`config.mk`:
```
export PLATFORM = sky130hd
export DESIGN_NAME = shift_tx_flat
export DESIGN_NICKNAME = d
export VERILOG_FILES = /design/src/rtl/shift_tx_if.sv /design/src/rtl/shift_tx.sv /design/src/flat_wrapper.sv
export SDC_FILE = /design/constraint.sdc
export NUM_CORES = 1
export LEC_CHECK = 0
export CELL_PAD_IN_SITES_DETAIL_PLACEMENT = 1
export CELL_PAD_IN_SITES_GLOBAL_PLACEMENT = 2
export CORE_AREA = 2 2 62 70
export DETAILED_ROUTE_END_ITERATION = 6
export DIE_AREA = 0 0 64 72
export PLACE_DENSITY = 0.71
export SLEW_MARGIN = 25
export SYNTH_ARGS = -nofsm -noshare
export SYNTH_HDL_FRONTEND = slang
export SYNTH_SLANG_ARGS = --single-unit
```
`constraint.sdc`:
```
create_clock -name clk_50 -period 2.3 [get_ports clk_50]
set_input_delay 0.23 -clock clk_50 [delete_from_list [all_inputs] [get_ports clk_50]]
set_output_delay 0.23 -clock clk_50 [all_outputs]
set_load 0.02 [all_outputs]
```
`src/rtl/shift_tx_if.sv`:
```
// Handshake and serial-line bundle between a word producer and shift_tx.
interface shift_tx_if #(
  parameter int DATA_W = 8
) ();
  logic              start;
  logic [DATA_W-1:0] data_in;
  logic              data_en;
  logic              serial_out;
  logic              busy;
  logic              ready;
  logic              done;

  modport master (
    output start, data_in, data_en,
    input  serial_out, busy, ready, done
  );

  modport slave (
    input  start, data_in, data_en,
    output serial_out, busy, ready, done
  );
endinterface

```
`src/rtl/shift_tx.sv`:
```
// Parallel-to-serial frame transmitter: start bit, LSB-first payload,
// optional even parity, stop bit. A one-deep holding buffer lets the next
// word queue up so frames can run back-to-back with no idle bit between.
module shift_tx #(
  parameter int DATA_W    = 8,
  parameter bit PARITY_EN = 1'b1
) (
  input logic      clk_50,
  input logic      reset,
  shift_tx_if.slave bus
);

  localparam int CNT_W = (DATA_W > 1) ? $clog2(DATA_W) : 1;
  localparam logic [CNT_W-1:0] LAST_BIT = CNT_W'(DATA_W - 1);

  typedef enum logic [2:0] {
    IDLE,
    START,
    DATA,
    PARITY,
    STOP
  } state_t;

  state_t            state, state_next;
  logic [DATA_W-1:0] buf_data;
  logic              buf_full;
  logic [DATA_W-1:0] shift_reg, shift_next;
  logic [CNT_W-1:0]  count, count_next;
  logic              parity_bit, parity_next;
  logic              serial_q, serial_next;
  logic              done_q, done_next;
  logic              take_buf;
  logic              accept;

  // A word is accepted only while the buffer is empty, so a queued word is
  // never overwritten.
  assign accept = bus.start && !buf_full;

  // Next-state, datapath and registered-output decode.
  // NOTE: every signal driven here gets a default first so no path leaves it
  // unassigned; otherwise synthesis infers a latch.
  always_comb begin
    state_next  = state;
    shift_next  = shift_reg;
    count_next  = count;
    parity_next = parity_bit;
    done_next   = 1'b0;
    take_buf    = 1'b0;

    case (state)
      IDLE: begin
        // Buffer-to-shifter transfer does not wait for data_en.
        if (buf_full) begin
          state_next = START;
          take_buf   = 1'b1;
        end
      end
      START: begin
        if (bus.data_en) begin
          state_next = DATA;
          count_next = '0;
        end
      end
      DATA: begin
        if (bus.data_en) begin
          shift_next = shift_reg >> 1;
          if (count == LAST_BIT) begin
            state_next = PARITY_EN ? PARITY : STOP;
            count_next = '0;
          end else begin
            count_next = count + 1'b1;
          end
        end
      end
      PARITY: begin
        if (bus.data_en) state_next = STOP;
      end
      STOP: begin
        if (bus.data_en) begin
          done_next = 1'b1;
          if (buf_full) begin
            state_next = START;
            take_buf   = 1'b1;
          end else begin
            state_next = IDLE;
          end
        end
      end
      default: state_next = IDLE;
    endcase

    // Parity is taken from the whole word at load time because the shifter
    // is consumed bit by bit during DATA.
    if (take_buf) begin
      shift_next  = buf_data;
      parity_next = ^buf_data;
      count_next  = '0;
    end

    // The line is registered, so decode it from where the FSM is going.
    case (state_next)
      START:   serial_next = 1'b0;
      DATA:    serial_next = shift_next[0];
      PARITY:  serial_next = parity_next;
      default: serial_next = 1'b1;
    endcase
  end

  // State, datapath and holding-buffer registers with synchronous reset.
  // NOTE: non-blocking assignments keep every register updating from the
  // pre-edge values, which is what the decode above assumes.
  always_ff @(posedge clk_50) begin
    if (reset) begin
      state      <= IDLE;
      buf_data   <= '0;
      buf_full   <= 1'b0;
      shift_reg  <= '0;
      count      <= '0;
      parity_bit <= 1'b0;
      serial_q   <= 1'b1;
      done_q     <= 1'b0;
    end else begin
      state      <= state_next;
      shift_reg  <= shift_next;
      count      <= count_next;
      parity_bit <= parity_next;
      serial_q   <= serial_next;
      done_q     <= done_next;
      if (take_buf) begin
        buf_full <= 1'b0;
      end else if (accept) begin
        buf_full <= 1'b1;
        buf_data <= bus.data_in;
      end
    end
  end

  assign bus.serial_out = serial_q;
  assign bus.busy       = (state != IDLE);
  assign bus.ready      = !buf_full;
  assign bus.done       = done_q;

endmodule

```
`src/flat_wrapper.sv`:
```
// flat-port wrapper written by rule: the top's interface ports become plain ports
module shift_tx_flat 
#(
  parameter int DATA_W    = 8,
  parameter bit PARITY_EN = 1'b1
)
  (clk_50, reset, bus_start, bus_data_in, bus_data_en, bus_serial_out, bus_busy, bus_ready, bus_done);
  shift_tx_if #(.DATA_W(DATA_W)) bus_i ();
  input logic clk_50;
  input logic reset;
  input wire logic [$bits(bus_i.start)-1:0] bus_start;
  input wire logic [$bits(bus_i.data_in)-1:0] bus_data_in;
  input wire logic [$bits(bus_i.data_en)-1:0] bus_data_en;
  output wire logic [$bits(bus_i.serial_out)-1:0] bus_serial_out;
  output wire logic [$bits(bus_i.busy)-1:0] bus_busy;
  output wire logic [$bits(bus_i.ready)-1:0] bus_ready;
  output wire logic [$bits(bus_i.done)-1:0] bus_done;
  assign bus_i.start = bus_start;
  assign bus_i.data_in = bus_data_in;
  assign bus_i.data_en = bus_data_en;
  assign bus_serial_out = bus_i.serial_out;
  assign bus_busy = bus_i.busy;
  assign bus_ready = bus_i.ready;
  assign bus_done = bus_i.done;
  shift_tx #(.DATA_W(DATA_W), .PARITY_EN(PARITY_EN)) u_core (.clk_50(clk_50), .reset(reset), .bus(bus_i));
endmodule
```
==> impl_metrics.csv <==
group,metric,value,unit
status,status,"completed",
floorplan,dieHeight,72,µm
critical_path,slowest_delay,0.65,ns
placed_design,place_congestion,0.734,
detailed_routing,drt_iter0_drc,45,
synthesis,netlist_area,1240,µm²
floorplan,die_w,64,µm
finish,nets,164,
power,ir_drop,0.207,mV
synthesis,yosys.cell_count.top_type,"dfxtp_1",
min_path,hold_depth,2,
sta,setup_viol,0,
detailed_routing,viasPerCell,4.95,
synthesis,synth_edf_count,0,
sta,maxSlewHeadroom,0.514,
finish,fin_cells,201,
cts,clock_path_buffers,2,
detailed_routing,post_drt_wl_per_cell,13.6,µm
critical_path,r2r-end,"u_core.bus.serial_out",
critical_path,crit_slowest_cell,"dfxtp_1",
finish,n_fill_cell,453,
cts,clkTransAtPathRegs,0.09,ns
global_routing,grt_usage,0.131,
critical_path,critPathLaunchType,"flip-flop",
detailed_routing,first_pass_iters,3,
synthesis,synth_async_sr_flop_share,0,
synthesis,yosys-top-cells-count,"dfxtp_1, nor2_1, mux2i_1",
detailed_routing,ant_nets,0,
cts,clock_sinks,26,
synthesis,ys_warn_count,0,
critical_path,rr_startpoint,"u_core.state[0]",
floorplan,io_pins,16,
global_routing,grt_max_degree,20,
detailed_routing,drcViolationCount,0,
synthesis,synth_cell_types,35,
min_path,hold_end,"u_core.shift_reg[7]",
critical_path,crit_fanout,16,
sta,rsz0062_at_grt,"false",
finish,regArea,520,µm²
cts,post_cts_buffers,0,
finish,diodes,0,
finish,drive_gt1_frac,0.0940,
placed_design,place_inst,197,
sta,worst_pin_slew,0.727,ns
detailed_routing,num_vias,994,
global_routing,grt_overflow_total,0,
floorplan,die_area,4610,µm²
synthesis,netlist_top_cells_area,"dfxtp_1, mux2i_1, nor2_1, xnor2_1, a211oi_1",
power,p_leak,0.569,nW
synthesis,seq_area_frac_synth,0.421,
sta,finClkSkew,0.00240,ns
global_routing,grt_pass1_vias,1071,
critical_path,cp_cell_sequence,"or3_1 -> clkdlybuf4s50_1",
placed_design,dpl.hpwl,2130,µm
sta,tns,0,ns
critical_path,worstPathRequired,2.07,ns
min_path,min-delay-start,"u_core.shift_reg[7]",
synthesis,synth_top_cell_by_area,"dfxtp_1",
synthesis,synth_top_area_frac,0.421,
cts,postCtsResizedCells,0,
critical_path,reg2reg_depth,4,
floorplan,rows,24,
cts,clkLatencyLatePin,0.27,ns
placed_design,port_buffers,15,
job,maxCapViolCount,0,
sta,fmax,520,MHz
min_path,min_path_type,"reg2reg",
synthesis,avgSynthCellArea,9.37,µm²
global_routing,grt_pass1_wl,4750,µm
power,p_per_area,653,nW/µm²
synthesis,synth_nets,146,
synthesis,synthFlopType,"dfxtp_1",
sta,slew_violations,0,
global_routing,antenna_found_initial,0,
sta,period_minus_slack,1.92,ns
critical_path,crit_arrival,1.69,ns
cts,cts_root_buffer,"clkbuf_8",
critical_path,critPathCaptureType,"output pin",
finish,multiInputGateArea,666,µm²
floorplan,start_util,0.319,
sta,period_share,0.835,
floorplan,core-area,3870,µm²
sta,hold_viol_final,0,
finish,syn_to_final_growth,23.0,%
cts,holdBufCountCts,0,
critical_path,worstSetupPathType,"reg2out",
synthesis,postSynthCellCount,132,
detailed_routing,drt_wl_total,2740,µm
cts,htree_levels,1,
critical_path,rrSetupSlack,0.48,ns
synthesis,yosys_register_bits,26,
cts,cts_buffers,3,
cts,cts_tree,"built",
## power by group
group	switching, W	internal [W]	total [W]
combinational	0.0000893	0.0000998	0.000189
clock	0.000144	0.000153	0.000297
sequential	0.0000259	0.000481	0.000507
## cell type report
cell class,count,share of cell area
Tap cell,52,0.0428
Inverter,1,0.00247
Sequential cell,26,0.342
Multi-Input combinational cell,95,0.438
Timing Repair Buffer,23,0.138
Clock buffer,4,0.0362
## cell families after synthesis
kind of cell,Yosys count,synth area share
AND/OR/NAND/NOR,47,0.197
flip-flops,26,0.421
AO/OA/AOI/OAI,23,0.134
multiplexers,15,0.125
buffers and inverters,11,0.0455
XOR/XNOR,8,0.0567
adder cells (fa/ha/maj),2,0.0202
## layout by cell type (no fill, tap or decap)
cell type,netlist,final
dfxtp_1,26,26
nor2_1,18,18
clkdlybuf4s50_1,0,15
mux2i_1,14,14
buf_4,1,8
a211oi_1,7,7
xnor2_1,7,7
nand2_1,6,6
nor3_1,6,6
a21oi_1,5,5
nor2b_1,5,5
clkbuf_8,0,4
a22o_1,3,3
a22oi_1,3,3
nand3b_1,2,2
and4b_1,2,2
ha_1,2,2
or3_1,1,1
inv_1,1,1
nand2b_1,1,1
nor3b_1,1,1
and2_1,1,1
nor4bb_2,0,1
mux2_4,1,1
nand3_1,1,1
a2bb2oi_1,1,1
a211o_1,1,1
xor2_1,1,1
nand4b_1,1,1
or2b_1,1,1
o32ai_1,1,1
a21o_1,1,1
o21ai_0,1,1
## critical path: cells and delay by family, from the launching register on
family | cells | cell delay (ns)
DFF | 1 | 0.65
buffers and inverters | 1 | 0.59
and+or+nand+nor | 1 | 0.18
## metal layers
| metal | part of all wire | up-vias | global-route usage |
|---|---|---|---|
| li1 | - | 502 | - |
| met1 | 0.41 | 478 | 0.142 |
| met2 | 0.55 | 10 | 0.250 |
| met3 | 0.028 | 4 | 0.0248 |
| met4 | 0.014 | 0 | 0.0507 |
| met5 | 0 | - | 0 |
## metrics by stage
| step | setup slack (ns) | utilization | power, W | hold WS (ns) | instance area (µm²) |
|---|---|---|---|---|---|
| after floorplan | 0.535 | - | 0.000640 | 0.377 | 1240 |
| after global placement | 0.394 | 0.378 | 0.000702 | 0.473 | 1470 |
| after detailed placement | 0.343 | 0.378 | 0.000710 | 0.488 | 1470 |
| after CTS | 0.368 | 0.392 | 0.00101 | 0.502 | 1520 |
| after global routing | 0.267 | 0.392 | 0.00106 | 0.520 | 1520 |
| final | 0.379 | 0.392 | 0.000993 | 0.497 | 1520 |
## worst max path at each step
stage | from | to | slack [ns] | cells after the start
2_1_floorplan | u_core.state[2] | u_core.bus.serial_out | 0.53 | 6
3_3_place_gp | bus_data_en | u_core.bus.serial_out | 0.39 | 5
3_5_place_dp | bus_data_en | u_core.bus.serial_out | 0.34 | 5
4_1_cts | u_core.state[0] | bus_busy | 0.37 | 2
5_1_grt | u_core.state[0] | bus_busy | 0.27 | 2
6_report | u_core.state[0] | bus_busy | 0.38 | 2
Note: power is estimated with default switching activity, not from simulation.
